## config.mk

```make
export PLATFORM = sky130hd
export DESIGN_NAME = multicycle_sequencer
export DESIGN_NICKNAME = d
export VERILOG_FILES = /design/src/rtl/cpu24_pkg.sv /design/src/rtl/seq_wait_timer.sv /design/src/rtl/multicycle_sequencer.sv
export SDC_FILE = /design/constraint.sdc
export NUM_CORES = 1
export LEC_CHECK = 0
export CAP_MARGIN = 15
export CORE_MARGIN = 2
export CORE_UTILIZATION = 49
export CTS_CLUSTER_DIAMETER = 120
export CTS_CLUSTER_SIZE = 10
export DETAILED_ROUTE_END_ITERATION = 7
export GPL_TIMING_DRIVEN = 1
export PLACE_DENSITY = 0.79
export SYNTH_ARGS = -nofsm -noshare
export SYNTH_HDL_FRONTEND = slang
export SYNTH_HIERARCHICAL = 1
export SYNTH_SLANG_ARGS = --single-unit
```

## constraint.sdc

```tcl
create_clock -name Clock -period 2.1 [get_ports Clock]
set_input_delay 0.42 -clock Clock [delete_from_list [all_inputs] [get_ports Clock]]
set_output_delay 0.42 -clock Clock [all_outputs]
set_load 0.02 [all_outputs]
```

## src/rtl/cpu24_pkg.sv

```systemverilog
// Shared encodings for the 24-bit CPU control path: opcodes, ALU selects, sequencer states.
package cpu24_pkg;

    localparam logic [3:0] OP_RTYPE = 4'b0110;
    localparam logic [3:0] OP_ADDI  = 4'b0001;
    localparam logic [3:0] OP_LS    = 4'b0010;
    localparam logic [3:0] OP_SS    = 4'b0011;
    localparam logic [3:0] OP_BEQ   = 4'b0100;

    localparam logic [1:0] ALUOP_ADD   = 2'b00;
    localparam logic [1:0] ALUOP_SUB   = 2'b01;
    localparam logic [1:0] ALUOP_FUNCT = 2'b10;

    localparam logic [1:0] ALUB_RT  = 2'b00;
    localparam logic [1:0] ALUB_ONE = 2'b01;
    localparam logic [1:0] ALUB_IMM = 2'b10;
    localparam logic [1:0] ALUB_BR  = 2'b11;

    localparam logic [1:0] PCSRC_ALU    = 2'b00;
    localparam logic [1:0] PCSRC_ALUOUT = 2'b01;

    typedef enum logic [3:0] {
        S_IDLE, S_FETCH, S_DECODE, S_EXEC_R, S_WB_R, S_MUL_GO, S_MUL_WAIT, S_WB_M,
        S_EXEC_I, S_WB_I, S_ADDR, S_MEM_RD, S_WB_L, S_MEM_WR, S_BRANCH, S_TRAP
    } seqState_t;

endpackage

```

## src/rtl/seq_wait_timer.sv

```systemverilog
// Counts cycles spent waiting on memory or the multiplier; flags when the limit is reached.
module seq_wait_timer #(
    parameter int WAIT_MAX = 255
) (
    input  logic clock,
    input  logic reset,
    input  logic clear,
    input  logic enable,
    output logic expired
);

    localparam logic [7:0] LIMIT = 8'(WAIT_MAX);

    logic [7:0] count;

    // Count holds at the limit so a stalled state never wraps back to a small value.
    always_ff @(posedge clock or posedge reset) begin
        if (reset)
            count <= '0;
        else if (clear)
            count <= '0;
        else if (enable && !expired)
            count <= count + 8'd1;
    end

    assign expired = (count == LIMIT);

endmodule

```

## src/rtl/multicycle_sequencer.sv

```systemverilog
// Multi-cycle control FSM: fetch, decode, execute, memory, writeback, with wait timeouts and traps.
module multicycle_sequencer
    import cpu24_pkg::*;
#(
    parameter int                 FUNCT_W   = 3,
    parameter logic [FUNCT_W-1:0] MUL_FUNCT = 3'b011,
    parameter int                 WAIT_MAX  = 255
) (
    input  logic               Clock,
    input  logic               Reset,
    input  logic [3:0]         Opcode,
    input  logic [FUNCT_W-1:0] Funct,
    input  logic               Zero,
    input  logic               MemReady,
    input  logic               MulDone,
    output logic               PcWrite,
    output logic               PcWriteCond,
    output logic [1:0]         PcSource,
    output logic               IorD,
    output logic               IrWrite,
    output logic               MemRead,
    output logic               MemWrite,
    output logic               MemToReg,
    output logic               MulSel,
    output logic               RegDst,
    output logic               RegWrite,
    output logic               AluSrcA,
    output logic [1:0]         AluSrcB,
    output logic [1:0]         AluOp,
    output logic               MulStart,
    output logic               Retire,
    output logic               Illegal,
    output logic               BusError
);

    seqState_t state, nextState;
    logic      setIllegal, setBusError;
    logic      illegalFlag, busErrorFlag;
    logic      waiting, expired;

    // The branch decision is made in the datapath from PcWriteCond and Zero.
    logic unusedZero;
    assign unusedZero = Zero;

    assign waiting = (state == S_FETCH) || (state == S_MEM_RD) ||
                     (state == S_MEM_WR) || (state == S_MUL_WAIT);

    seq_wait_timer #(.WAIT_MAX(WAIT_MAX)) uTimer (
        .clock   (Clock),
        .reset   (Reset),
        .clear   (!waiting),
        .enable  (waiting),
        .expired (expired)
    );

    // State register.
    always_ff @(posedge Clock or posedge Reset) begin
        if (Reset)
            state <= S_IDLE;
        else
            state <= nextState;
    end

    // Sticky trap causes, cleared only by reset.
    always_ff @(posedge Clock or posedge Reset) begin
        if (Reset) begin
            illegalFlag  <= 1'b0;
            busErrorFlag <= 1'b0;
        end else begin
            if (setIllegal)  illegalFlag  <= 1'b1;
            if (setBusError) busErrorFlag <= 1'b1;
        end
    end

    // Next-state and strobe decode; strobes that commit a fetch or store are gated by MemReady.
    always_comb begin
        nextState   = state;
        setIllegal  = 1'b0;
        setBusError = 1'b0;
        PcWrite     = 1'b0;
        PcWriteCond = 1'b0;
        PcSource    = PCSRC_ALU;
        IorD        = 1'b0;
        IrWrite     = 1'b0;
        MemRead     = 1'b0;
        MemWrite    = 1'b0;
        MemToReg    = 1'b0;
        MulSel      = 1'b0;
        RegDst      = 1'b0;
        RegWrite    = 1'b0;
        AluSrcA     = 1'b0;
        AluSrcB     = ALUB_RT;
        AluOp       = ALUOP_ADD;
        MulStart    = 1'b0;
        Retire      = 1'b0;
        unique case (state)
            S_IDLE: nextState = S_FETCH;
            S_FETCH: begin
                MemRead = 1'b1;
                if (MemReady) begin
                    IrWrite   = 1'b1;
                    PcWrite   = 1'b1;
                    AluSrcB   = ALUB_ONE;
                    nextState = S_DECODE;
                end else if (expired) begin
                    setBusError = 1'b1;
                    nextState   = S_TRAP;
                end
            end
            S_DECODE: begin
                AluSrcB = ALUB_BR;
                case (Opcode)
                    OP_RTYPE: nextState = (Funct == MUL_FUNCT) ? S_MUL_GO : S_EXEC_R;
                    OP_ADDI:  nextState = S_EXEC_I;
                    OP_LS,
                    OP_SS:    nextState = S_ADDR;
                    OP_BEQ:   nextState = S_BRANCH;
                    default: begin
                        setIllegal = 1'b1;
                        nextState  = S_TRAP;
                    end
                endcase
            end
            S_EXEC_R: begin
                AluSrcA   = 1'b1;
                AluOp     = ALUOP_FUNCT;
                nextState = S_WB_R;
            end
            S_WB_R: begin
                RegDst    = 1'b1;
                RegWrite  = 1'b1;
                Retire    = 1'b1;
                nextState = S_FETCH;
            end
            S_MUL_GO: begin
                MulStart  = 1'b1;
                nextState = S_MUL_WAIT;
            end
            S_MUL_WAIT: begin
                if (MulDone) begin
                    nextState = S_WB_M;
                end else if (expired) begin
                    setBusError = 1'b1;
                    nextState   = S_TRAP;
                end
            end
            S_WB_M: begin
                RegDst    = 1'b1;
                MulSel    = 1'b1;
                RegWrite  = 1'b1;
                Retire    = 1'b1;
                nextState = S_FETCH;
            end
            S_EXEC_I: begin
                AluSrcA   = 1'b1;
                AluSrcB   = ALUB_IMM;
                nextState = S_WB_I;
            end
            S_WB_I: begin
                RegWrite  = 1'b1;
                Retire    = 1'b1;
                nextState = S_FETCH;
            end
            S_ADDR: begin
                AluSrcA   = 1'b1;
                AluSrcB   = ALUB_IMM;
                nextState = (Opcode == OP_SS) ? S_MEM_WR : S_MEM_RD;
            end
            S_MEM_RD: begin
                MemRead = 1'b1;
                IorD    = 1'b1;
                if (MemReady) begin
                    nextState = S_WB_L;
                end else if (expired) begin
                    setBusError = 1'b1;
                    nextState   = S_TRAP;
                end
            end
            S_WB_L: begin
                MemToReg  = 1'b1;
                RegWrite  = 1'b1;
                Retire    = 1'b1;
                nextState = S_FETCH;
            end
            S_MEM_WR: begin
                MemWrite = 1'b1;
                IorD     = 1'b1;
                if (MemReady) begin
                    Retire    = 1'b1;
                    nextState = S_FETCH;
                end else if (expired) begin
                    setBusError = 1'b1;
                    nextState   = S_TRAP;
                end
            end
            S_BRANCH: begin
                AluSrcA     = 1'b1;
                AluOp       = ALUOP_SUB;
                PcWriteCond = 1'b1;
                PcSource    = PCSRC_ALUOUT;
                Retire      = 1'b1;
                nextState   = S_FETCH;
            end
            S_TRAP: nextState = S_TRAP;
            default: nextState = S_TRAP;
        endcase
    end

    assign Illegal  = illegalFlag;
    assign BusError = busErrorFlag;

endmodule

```

==> run_results.csv <==
group,metric,value,unit
global_route,grt_pass1_vias,1373,
route,vias_per_cell,6.06,
synthesis,syn_area,1350,um2
cts,cts-hold-fix-buffers,0,
placed_design,post-place-ws,-0.140,ns
route,wl_per_cell,15.2,um
timing,skew,0.00592,ns
global_route,grt_pass1_wl,6.08,mm
timing,hold_viol,0,
route,wl_met3,191,um
cts,clockRootBuffer,"clkbuf_4",
synthesis,yosys-top-cells-area,"dfrtp_1 (26%), nor2_1 (5.8%), a21oi_1 (3.3%)",
synthesis,yosys_warnings,6,
route,postRouteAntennaNets,0,
critical_path,required,1.68,ns
critical_path,path_cells,"inv_1, buf_4, nor4_1, clkdlybuf4s15_1",
critical_path,r2r_start,"state[1]",
timing,hold_ws,0.384,ns
critical_path,path_class,"register to primary output",
cts,cts.sinks,14,
critical_path,end_kind,"primary output",
route,wirelength,3.64,mm
route,vias,1448,
critical_path,rr_worst_depth,8,
placed_design,hpwlAfterDp,2.80,mm
synthesis,synthArstFlopShare,100,%
placed_design,port_buffers,30,
route,dr_wl_met2,1.88,mm
cells_and_area,utilization,65.6,%
global_route,antenna_found_initial,0,
critical_path,cp_max_fo,5,
route,routed.top_layer,"met4",
route,drc,0,
timing,min_period,2.04,ns
cells_and_area,antenna_cells,0,
critical_path,cp_num_buf_inv,3,
global_route,grt-ovfl-total,0,
synthesis,post-synth-top-count-cell,"nor2_1",
critical_path,crit_cells,4,
cts,htreeDepth,1,
synthesis,synth_area_per_cell,7.98,um2
synthesis,synth_commonest_cells,"nor2_1 (21), dfrtp_1 (14), a21oi_1 (9), inv_1 (8), nand2_1 (8)",
cts,cts_setup_buffers,0,
timing,setup_viol,0,
critical_path,cp-startpoint,"state[0]",
power_and_ir_drop,p_per_area,1150,nW/um2
route,drt_first_pass_iters,5,
power_and_ir_drop,p_leak,0.792,nW
critical_path,worstSetupStartpointType,"register",
route,wl_met1,1.50,mm
synthesis,synth-edff-count,0,
cts,cts_tree,"done",
synthesis,syn_nets,182,
floorplanning,die-area,3190,um2
route,drtIter0Drc,48,
run_status,status,"finished, final reports clean",
critical_path,crit_slowest_cell,"dfrtp_1",
timing,post-route-period-util,97.0,%
synthesis,netlist-cell-type-count,56,
cts,numCtsBuffers,3,
critical_path,slowest_delay,0.43,ns
floorplanning,start_util,50.2,%
synthesis,yosys.area.top_type_share,26.0,%
cells_and_area,syn2layout_area_growth,30.6,%
timing,drv_slew,0,
floorplanning,fp.dieH,56.5,um
global_route,grt.total_usage,23.6,%
cts,clockBufferDepth,2,
timing,rsz0062_at_grt,"no",
floorplanning,die_w,56.5,um
run,cap_violations,0,
cells_and_area,drive_gt1_share,21.2,%
timing,max_freq,491,MHz
floorplanning,core,2690,um2
synthesis,ys_ff_latch,14,
floorplanning,pin_count,33,
timing,fin_ws,0.0639,ns
synthesis,ys_seq_area_share,26.0,%
power_and_ir_drop,ir_drop,708,uV
placed_design,gp_congestion,0.887,
critical_path,arrival,1.62,ns
synthesis,synth_top_cell_by_area,"dfrtp_1",
critical_path,crit_family,"buffers and inverters",
global_route,grt_max_degree,12,
cells_and_area,nFillCells,232,
floorplanning,num_rows,19,
hold_path,hp-class,"input pin to asynchronous set/reset pin",
cts,path_clk_slew,0.08,ns
synthesis,synth-main-ff-cell,"dfrtp_1",
cells_and_area,nets,223,
cts,worstSkewPairLatency,0.28,ns
synthesis,syn_inst,169,
## cell families (layout without fill, tap and decap cells)
family	after synthesis	count (layout)	synth area share (%)
buffers and inverters	26	65	11.8
and+or+nand+nor	76	76	31.1
other	1	1	0.278
muxes	4	4	3.71
DFF	14	14	26.0
adders and majority gates	2	2	1.67
xor gates and xnor gates	5	5	3.25
AOI/OAI and AO/OA	41	41	22.3
## layout by cell type, fill, tap and decap left out, types with 2 or more instances in the layout
cell type	Yosys	final
buf_4	5	23
dfrtp_1	14	11
and3_1	4	3
nor2b_1	3	3
o21ai_0	7	7
clkdlybuf4s15_1	0	4
a41oi_1	2	2
a211oi_1	4	4
o21bai_1	3	3
nor2_1	21	21
mux2i_1	2	2
o32ai_1	2	2
a31oi_1	2	2
nand2b_1	5	5
dfrtp_2	0	3
xor2_1	2	2
a21oi_1	9	9
mux2_4	2	2
nor3b_1	3	3
clkdlybuf4s50_1	0	12
nand3_1	6	6
clkbuf_4	0	3
inv_1	8	8
nand4b_1	3	3
xnor2_1	3	3
dlygate4sd2_1	0	13
nor3_1	7	7
nand2_1	8	8
nand4_1	3	3
## stage by stage
step           power, mW  setup TNS, ns  cell area [um2]  cells
2_1_floorplan       1.34              0             1350    169
3_3_place_gp        1.88         -0.495             1750    236
3_5_place_dp        1.92         -0.441             1750    236
4_1_cts             2.00              0             1760    239
5_1_grt             2.15              0             1760    239
6_report            2.02              0             1760    239
## layout make-up
type | count | area, um2 | share of cell area (%)
tap | 31 | 38.8 | 2.20
inverter | 8 | 30.0 | 1.70
clock buffer | 3 | 22.5 | 1.28
sequential | 14 | 354 | 20.1
timing repair buffer | 54 | 472 | 26.8
multi-input combinational | 129 | 845 | 47.9
## worst reg2reg max path, stage by stage (launching register included)
cell	delay [ns]
dfrtp_2	0.47
buf_4	0.19
nand2b_1	0.19
or2_1	0.25
nand2_1	0.12
buf_4	0.16
nand2_1	0.09
a211oi_1	0.26
nor3_1	0.08
## routing by layer
| layer | vias to the layer above | global-route usage [%] |
|---|---|---|
| met5 | - | 0 |
| met4 | 0 | 7.14 |
| met3 | 11 | 4.61 |
| met2 | 54 | 42.2 |
| met1 | 694 | 28.3 |
| li1 | 689 | - |
## what timing repair did
item                       CTS  global route
gates resized for setup     22             7
gates cloned                 0             0
pin swaps                    0             0
setup endpoints to repair   18             5
## flip-flops by register name, summed over array words and instances (netlist names)
register	cells
uTimer/count	8
state	4
BusError	1
Illegal	1
## report_power, final
part	internal, mW	total, mW	switching, mW	leakage (nW)
clock	0.0665	0.147	0.0810	0.0138
combinational	0.677	1.46	0.779	0.600
sequential	0.325	0.414	0.0895	0.178
## path summary, 6_finish.rpt
check,endpoint,slack (ns)
setup / recovery,MemRead,0.06
hold / removal,state[3],0.38
setup reg to reg,uTimer/count[4],0.18
hold reg to reg,BusError,0.48
max in group asynchronous,uTimer/count[0],1.45
min in group Clock,BusError,0.48
Power figures use the tool's default switching activity.
